`config.mk`:
```
export PLATFORM = sky130hd
export DESIGN_NAME = mem_lsu_initiator
export DESIGN_NICKNAME = d
export VERILOG_FILES = /design/src/rtl/wc_mem_pkg.sv /design/src/rtl/mem_load_align.sv /design/src/rtl/mem_lsu_initiator.sv
export SDC_FILE = /design/constraint.sdc
export NUM_CORES = 1
export LEC_CHECK = 0
export CORE_MARGIN = 5
export CORE_UTILIZATION = 35
export CTS_CLUSTER_DIAMETER = 150
export DETAILED_ROUTE_END_ITERATION = 10
export PLACE_DENSITY = 0.67
export SLEW_MARGIN = 20
export SYNTH_ARGS = -nofsm -noshare
export SYNTH_HDL_FRONTEND = slang
export SYNTH_SLANG_ARGS = --single-unit
```
`constraint.sdc`:
```
create_clock -name i_clk -period 3.15 [get_ports i_clk]
set_input_delay 0.4725 -clock i_clk [delete_from_list [all_inputs] [get_ports i_clk]]
set_output_delay 0.4725 -clock i_clk [all_outputs]
set_load 0.02 [all_outputs]
```
`src/rtl/wc_mem_pkg.sv`:
```
// rtl/wc_mem_pkg.sv - shared data-memory access types, size codes, LSU states and byte-enable helper
package wc_mem_pkg;

    typedef struct packed {
        logic       memRead;
        logic       memWrite;
        logic [1:0] size;
        logic       sign;
    } mem_ctrl_t;

    localparam logic [1:0] MEM_SIZE_B = 2'b00;
    localparam logic [1:0] MEM_SIZE_H = 2'b01;
    localparam logic [1:0] MEM_SIZE_W = 2'b10;

    typedef enum logic [1:0] {
        IDLE = 2'd0,
        REQ  = 2'd1,
        RSP  = 2'd2,
        DONE = 2'd3
    } lsu_state_e;

    function automatic logic [3:0] mem_be(input logic [1:0] size, input logic [1:0] addr);
        case (size)
            MEM_SIZE_B: mem_be = 4'b0001 << addr;
            MEM_SIZE_H: mem_be = addr[1] ? 4'b1100 : 4'b0011;
            MEM_SIZE_W: mem_be = 4'b1111;
            default:    mem_be = 4'b0000;
        endcase
    endfunction

endpackage

```
`src/rtl/mem_load_align.sv`:
```
// rtl/mem_load_align.sv - lane select and sign/zero extension of a raw memory word
module mem_load_align
    import wc_mem_pkg::*;
(
    input  logic [31:0] i_word,
    input  logic [1:0]  i_offset,
    input  logic [1:0]  i_size,
    input  logic        i_sign,
    output logic [31:0] o_data
);

    logic [7:0]  byte_sel;
    logic [15:0] half_sel;

    always_comb begin
        case (i_offset)
            2'd0:    byte_sel = i_word[7:0];
            2'd1:    byte_sel = i_word[15:8];
            2'd2:    byte_sel = i_word[23:16];
            default: byte_sel = i_word[31:24];
        endcase
        half_sel = i_offset[1] ? i_word[31:16] : i_word[15:0];

        // sign=1 selects zero extension
        case (i_size)
            MEM_SIZE_B: o_data = i_sign ? {24'h0, byte_sel} : {{24{byte_sel[7]}}, byte_sel};
            MEM_SIZE_H: o_data = i_sign ? {16'h0, half_sel} : {{16{half_sel[15]}}, half_sel};
            default:    o_data = i_word;
        endcase
    end

endmodule

```
`src/rtl/mem_lsu_initiator.sv`:
```
// rtl/mem_lsu_initiator.sv - MEM-stage load/store initiator on a valid/ready request, valid response bus
module mem_lsu_initiator
    import wc_mem_pkg::*;
#(
    parameter int TIMEOUT_CYCLES = 256,
    parameter int TO_W           = $clog2(TIMEOUT_CYCLES + 1)
) (
    input  logic        i_clk,
    input  logic        i_reset_n,
    input  logic [31:0] i_memAddr,
    input  logic [31:0] i_writeData,
    input  mem_ctrl_t   i_ctrlMEM,
    output logic [31:0] o_readData,
    output logic        o_stall,
    output logic        o_misaligned,
    output logic        o_bus_err,
    output logic        o_req_valid,
    input  logic        i_req_ready,
    output logic [31:0] o_req_addr,
    output logic        o_req_we,
    output logic [3:0]  o_req_be,
    output logic [31:0] o_req_wdata,
    input  logic        i_rsp_valid,
    input  logic [31:0] i_rsp_rdata
);

    localparam logic [TO_W-1:0] TMO_LAST = TO_W'(TIMEOUT_CYCLES - 1);

    lsu_state_e      state_q, state_d;
    logic [TO_W-1:0] cnt_q, cnt_d;
    logic [29:0]     addr_q, addr_d;
    logic            we_q, we_d;
    logic [3:0]      be_q, be_d;
    logic [31:0]     wdata_q, wdata_d;
    logic [1:0]      off_q, off_d;
    logic [1:0]      size_q, size_d;
    logic            sign_q, sign_d;
    logic [31:0]     rdata_q, rdata_d;

    logic        access;
    logic        illegal;
    logic        legal;
    logic [31:0] wdata_rep;
    logic [31:0] aligned;

    mem_load_align u_align (
        .i_word   (i_rsp_rdata),
        .i_offset (off_q),
        .i_size   (size_q),
        .i_sign   (sign_q),
        .o_data   (aligned)
    );

    always_comb begin
        access = i_ctrlMEM.memRead | i_ctrlMEM.memWrite;
        case (i_ctrlMEM.size)
            MEM_SIZE_B: illegal = 1'b0;
            MEM_SIZE_H: illegal = i_memAddr[0];
            MEM_SIZE_W: illegal = |i_memAddr[1:0];
            default:    illegal = 1'b1;
        endcase
        legal = access & ~illegal;

        case (i_ctrlMEM.size)
            MEM_SIZE_B: wdata_rep = {4{i_writeData[7:0]}};
            MEM_SIZE_H: wdata_rep = {2{i_writeData[15:0]}};
            default:    wdata_rep = i_writeData;
        endcase
    end

    always_comb begin
        state_d      = state_q;
        cnt_d        = cnt_q;
        addr_d       = addr_q;
        we_d         = we_q;
        be_d         = be_q;
        wdata_d      = wdata_q;
        off_d        = off_q;
        size_d       = size_q;
        sign_d       = sign_q;
        rdata_d      = rdata_q;
        o_misaligned = 1'b0;
        o_bus_err    = 1'b0;

        case (state_q)
            IDLE: begin
                if (access) begin
                    if (illegal) begin
                        o_misaligned = 1'b1;
                    end else begin
                        // a simultaneous read+write is handled as a write
                        addr_d  = i_memAddr[31:2];
                        we_d    = i_ctrlMEM.memWrite;
                        be_d    = i_ctrlMEM.memWrite ? mem_be(i_ctrlMEM.size, i_memAddr[1:0]) : 4'b0000;
                        wdata_d = wdata_rep;
                        off_d   = i_memAddr[1:0];
                        size_d  = i_ctrlMEM.size;
                        sign_d  = i_ctrlMEM.sign;
                        state_d = REQ;
                    end
                end
            end
            REQ: begin
                if (i_req_ready) begin
                    state_d = we_q ? DONE : RSP;
                end
            end
            RSP: begin
                cnt_d = cnt_q + 1'b1;
                if (i_rsp_valid) begin
                    rdata_d = aligned;
                    cnt_d   = '0;
                    state_d = DONE;
                end else if (cnt_q == TMO_LAST) begin
                    o_bus_err = 1'b1;
                    rdata_d   = 32'h0;
                    cnt_d     = '0;
                    state_d   = DONE;
                end
            end
            default: begin
                state_d = IDLE;
            end
        endcase
    end

    always_ff @(posedge i_clk or negedge i_reset_n) begin
        if (!i_reset_n) begin
            state_q <= IDLE;
            cnt_q   <= '0;
            addr_q  <= '0;
            we_q    <= 1'b0;
            be_q    <= 4'b0000;
            wdata_q <= '0;
            off_q   <= 2'b00;
            size_q  <= 2'b00;
            sign_q  <= 1'b0;
            rdata_q <= '0;
        end else begin
            state_q <= state_d;
            cnt_q   <= cnt_d;
            addr_q  <= addr_d;
            we_q    <= we_d;
            be_q    <= be_d;
            wdata_q <= wdata_d;
            off_q   <= off_d;
            size_q  <= size_d;
            sign_q  <= sign_d;
            rdata_q <= rdata_d;
        end
    end

    assign o_stall     = ((state_q == IDLE) & legal) | (state_q == REQ) | (state_q == RSP);
    assign o_req_valid = (state_q == REQ);
    assign o_req_addr  = {addr_q, 2'b00};
    assign o_req_we    = we_q;
    assign o_req_be    = be_q;
    assign o_req_wdata = wdata_q;
    assign o_readData  = rdata_q;

endmodule

```
Yosys cells after proc, flatten, opt, wreduce, memory -nomap -nowiden
Index checks and enable logic that the tools add are counted.
{ "word_totals": {"regBits": 115, "inputBits": 105, "rom_bits": 0, "out_inout_bits": 105, "elab_cells": 66, "latchBits": 0, "memories": 0, "mem_bits_rw": 0} }
{ "op_classes": {"mux": 27, "n_div": 0, "n_bitwise": 6, "shift": 1, "addsub": 1, "eq_ne": 12, "n_lt_le_gt_ge": 0, "n_mul": 0, "n_reduce_logical": 9} }
{ "ops": {"columns": ["cell", "count"], "rows": [
  ["$mux W32", 4],
  ["$pmux W32 S2", 2],
  ["$pmux W8 S3", 1],
  ["$mux W9", 2],
  ["$mux W16", 1],
  ["$pmux W4 S3", 1],
  ["$mux W2", 5],
  ["$add A9 B1 Y9 const B", 1],
  ["$eq A9 B8 Y1 const B", 1],
  ["$eq A2 B1 Y1 const B", 4],
  ["$logic_not A2 Y1", 4],
  ["$mux W4", 2],
  ["$mux W1", 7],
  ["$eq A2 B2 Y1 const B", 3],
  ["$pmux W2 S3", 1],
  ["$ne A2 B2 Y1 const B", 2],
  ["$reduce_and A4 Y1", 1],
  ["$shl A1 B2 Y4 const A", 1],
  ["$ne A3 B3 Y1 const B", 1],
  ["$or A1 B1 Y1", 3],
  ["$pmux W1 S3", 1],
  ["$reduce_and A3 Y1", 1],
  ["$and A1 B1 Y1", 2],
  ["$ne A2 B1 Y1 const B", 1],
  ["4 further kinds", 4]
]} }

Longest topological paths before layout
{ "logic_depth": {"ltp_word": 7, "depth_mapped": 8, "ltp_nobuf": 6} }

Modules after synthesis
Synthesis repeated with hierarchy kept, for this count alone.
{ "unflattened": {"hier_cells": 502, "hier_area_um2": 5688.0} }
{ "by_module_without_submodules": {"columns": ["mod", "cells_per_inst", "instances", "area_per_inst_um2", "seq_area_each_um2"], "rows": [
  ["mem_lsu_initiator", 387, 1, 4842.1, 2877.8],
  ["mem_load_align", 115, 1, 845.8, 0.0]
]} }

Worst setup path after synthesis
No wires, ideal clock.
{ "synth_timing": {"path_kind": "input port to output port", "startpoint": "in i_ctrlMEM[1] (netlist bit)", "endpoint": "out o_stall", "setup_slack_ps": 1106, "n_path_buf": 3, "arrival_ps": 1572, "path_stages": 6, "required_ps": 2677, "cell_sequence": "clkbuf_1 -> a21oi_1 -> o21bai_1 -> buf_2 -> clkbuf_1 -> nand2_1"} }
{ "synth_between": {"elab_chain_cells": 7, "word_cells_on_any_way": 9, "classes_between": "2 x eq/ne; 1 x mux; 5 x bitwise; 1 x reduce/logical"} }
{ "synth_rtl": {"columns": ["item", "line", "text"], "rows": [
  ["from (decl)", "mem_lsu_initiator.sv:12", "input mem_ctrl_t i_ctrlMEM,"],
  ["$eq A2 B2 Y1, or another cell as far along", "mem_lsu_initiator.sv:56", "case (i_ctrlMEM.size)"],
  ["$pmux W1 S3 (*)", "mem_lsu_initiator.sv:56", null],
  ["$not A1 Y1 (no source line) (*)", null, null],
  ["$and A1 B1 Y1 (*)", "mem_lsu_initiator.sv:62", "legal = access & ~illegal;"],
  ["$and A1 B1 Y1 (*)", "mem_lsu_initiator.sv:153", "assign o_stall = ((state_q == IDLE) & legal) | (state_q == REQ) | (state_q == RSP);"],
  ["$or A1 B1 Y1 (*) (2 in a row)", "mem_lsu_initiator.sv:153", null],
  ["to (decl)", "mem_lsu_initiator.sv:14", "output logic o_stall,"]
]} }
Mark *: on every way between the ends. The rest lies on a longest branch, timed or not.

Worst setup path after layout
{ "layout_timing": {"startpoint": "reg state_q[0]", "endpoint": "out o_stall"} }
{ "layout_between": {"elab_chain_cells": 4, "word_cells_on_any_way": 6, "classes_between": "2 x eq/ne; 3 x bitwise; 1 x reduce/logical"} }
{ "layout_rtl": {"columns": ["item", "line", "text"], "rows": [
  ["from (decl)", "mem_lsu_initiator.sv:29", "lsu_state_e state_q, state_d;"],
  ["from (signal assigned)", "mem_lsu_initiator.sv:140", "state_q <= state_d;"],
  ["$logic_not A2 Y1", "mem_lsu_initiator.sv:153", null],
  ["$and A1 B1 Y1", "mem_lsu_initiator.sv:153", null],
  ["$or A1 B1 Y1", "mem_lsu_initiator.sv:153", null],
  ["$or A1 B1 Y1 (*)", "mem_lsu_initiator.sv:153", null]
]} }
Marked as above.

==> impl_metrics.env <==
export IMPL_outcome="completed"
export IMPL_min_path_type="in2async"
export IMPL_clk_latency_ps=410
export IMPL_fin_nets=779
export IMPL_period_minus_slack_ps=2710
export IMPL_syn_area_um2=5350
export IMPL_fin_crit_sh=0.859
export IMPL_yosysWarningCount=0
export IMPL_layout_common_cells="clkdlybuf4s50_1, dfrtp_1, nand2_1, mux2_2, o21ai_0"
export IMPL_cellLeakagePower_nw=3.55
export IMPL_cp_max_fo=4
export IMPL_routed_top_layer="met4"
export IMPL_grt_first_pass_wirelength_um=26100
export IMPL_slowest_delay_ps=650
export IMPL_layout_cells_most_common="clkdlybuf4s50_1"
export IMPL_grt_setup_unrepaired="false"
export IMPL_fin_setup_tns_ps=0
export IMPL_drive_above_1_share=0.151
export IMPL_route_met3_wl_um=1850
export IMPL_crit_chain="inv_1, ha_1, o21ai_0, o21bai_4, nand2_1, clkdlybuf4s50_1"
export IMPL_drv_cap=0
export IMPL_dieArea_um2=17900
export IMPL_synth_edf_count=0
export IMPL_numCtsBuffers=17
export IMPL_ctsHoldBuffers=0
export IMPL_setup_viol=0
export IMPL_vias=4464
export IMPL_syn_area_per_cell_um2=11.4
export IMPL_cts_tree="yes"
export IMPL_skew_ps=7.67
export IMPL_globalplace_congestion=0.846
export IMPL_ant_nets=0
export IMPL_cts_sinks=115
export IMPL_dpl_hpwl_um=12100
export IMPL_required_ps=2680
export IMPL_track_usage=0.187
export IMPL_ys_flop_type="dfrtp_1"
export IMPL_synth_cells=470
export IMPL_hold_viol_final=0
export IMPL_synth_seq_cells=115
export IMPL_fin_hold_ws_ps=55.5
export IMPL_grt_start_max_net_pins=102
export IMPL_cp_top_family="buffers and inverters"
export IMPL_route_met2_wl_um=7600
export IMPL_place_port_buffers=207
export IMPL_path_class="reg2out"
export IMPL_io_pins=210
export IMPL_worstPathArrival_ps=2230
export IMPL_h_tree_depth=4
export IMPL_met1_length_um=6630
export IMPL_route_detailed_drc=0
export IMPL_async_flop_share=1.00
export IMPL_ys_seq_area_frac=0.538
export IMPL_die_x_um=134
export IMPL_antenna_found_initial=0
export IMPL_slew_violations=0
export IMPL_tightest_slew_ps=836
export IMPL_area_delta_synth_final_pct=53.1
export IMPL_grt_pass1_vias=4894
export IMPL_cts_root_buffer="clkbuf_16"
export IMPL_rows=45
export IMPL_maxSlewHeadroom=0.441
export IMPL_grt_overflow=0
export IMPL_die_y_um=134
export IMPL_powerDensity_nw_per_um2=1020
export IMPL_wirelength_um=16300
export IMPL_clk_pin_slew_ps=50
export IMPL_crit_buf_inv=2
export IMPL_cts_resized=0
export IMPL_start_kind="flop"
export IMPL_ir_drop_uv=496
export IMPL_critPathCaptureType="primary output"
export IMPL_first_pass_iters=5
export IMPL_clockBufferDepth=2
export IMPL_dp_cells=838
export IMPL_layout_cells_non_filler=870
export IMPL_synth_cell_types=43
export IMPL_antennaDiodeCount=0
export IMPL_wl_per_cell_um=18.8
export IMPL_fmax_mhz=369
export IMPL_postCtsSetupBuffers=0
export IMPL_drt_vias_per_instance=5.13
export IMPL_start_util=0.355
export IMPL_critPathSlowestCell="clkdlybuf4s50_1"
export IMPL_core_um2=15100
export IMPL_drt_initial_drc_count=221
## kinds of logic (layout without fill, tap and decap cells)
kind of cell / Yosys count / count (layout) / share of synthesized area
flops: 115 / 115 / 0.538
compound gates: 110 / 110 / 0.148
simple gates: 102 / 102 / 0.0863
mux: 84 / 84 / 0.170
buf+inv: 51 / 262 / 0.0423
fa+ha+maj: 5 / 5 / 0.0117
xor+xnor: 2 / 2 / 0.00327
other cells: 1 / 2 / 0.000701
## synth_stat cells, types with 2 or more instances
cell	number	share of area
nand2b_1	5	0.0058
and4b_1	2	0.0037
ha_1	5	0.012
a22o_1	3	0.0049
a21oi_1	14	0.013
a32o_1	7	0.013
and3_1	3	0.0035
buf_1	3	0.0021
a221o_2	10	0.021
and2_1	4	0.0047
nand3_1	3	0.0028
a221o_1	14	0.026
and4_1	2	0.0033
mux2_2	46	0.097
mux2i_1	37	0.069
o2bb2ai_1	2	0.0033
nor3_1	5	0.0047
dfrtp_1	115	0.54
nand2_1	57	0.040
o21ai_0	45	0.042
a21boi_0	2	0.0028
buf_4	2	0.0028
inv_1	13	0.0091
o22ai_1	6	0.0070
clkbuf_1	21	0.015
nor2_1	17	0.012
buf_2	10	0.0094
buf_6	2	0.0042
## power breakdown
part	switching, mW	internal, mW
Combinational	1.87	1.91
Clock	0.715	1.25
Sequential	0.490	2.15
## layout make-up
| type | instances | area, um^2 |
|---|---|---|
| Sequential cell | 115 | 2880 |
| Clock inverter | 15 | 184 |
| Timing Repair Buffer | 217 | 2160 |
| Inverter | 13 | 48.8 |
| Fill cell | 1315 | 6900 |
| Tap cell | 188 | 235 |
| Multi-Input combinational cell | 305 | 2260 |
| Clock buffer | 17 | 425 |
## flip-flops by register name, summed over array words and instances, names as in the netlist
signal,count
o_readData,32
o_req_wdata,32
addr_q,30
cnt_q,9
o_req_be,4
off_q,2
size_q,2
state_q,2
o_req_we,1
sign_q,1
## routing by layer
metal / GRT usage / up-vias
met4: 0.0594 / 0
met1: 0.216 / 2164
li1: - / 2094
met5: 0 / -
met2: 0.304 / 189
met3: 0.0952 / 17
## worst paths after layout
kind	slack [ps]	cells past startpoint	to	from
max	440	6	o_stall	state_q[0]
min	60	1	o_readData[20]	i_reset_n
max reg2reg	920	5	o_readData[24]	off_q[1]
min reg2reg	470	2	o_req_wdata[29]	o_req_wdata[29]
max in group asynchronous	2310	2	addr_q[18]	i_reset_n
min in group i_clk	470	2	o_req_wdata[29]	o_req_wdata[29]
## per-stage QoR
step                      power [mW]  utilization  cell area, um^2  setup slack [ps]
after floorplan                 4.62            -             5350              1110
after global placement          6.36        0.502             7580               508
after detailed placement        6.45        0.502             7580               464
after CTS                       8.47        0.543             8190               375
after global routing            8.86        0.543             8190               290
final                           8.38        0.543             8190               443
## worst register-to-register path: cells and delay by family (launching register included)
kind                   cells  cell delay (ps)
AND/OR/NAND/NOR            1              120
multiplexers               1              630
flip-flops                 1              750
buffers and inverters      1              230
AO/OA/AOI/OAI              2              390
No activity file was read; power rests on OpenSTA's default activity.
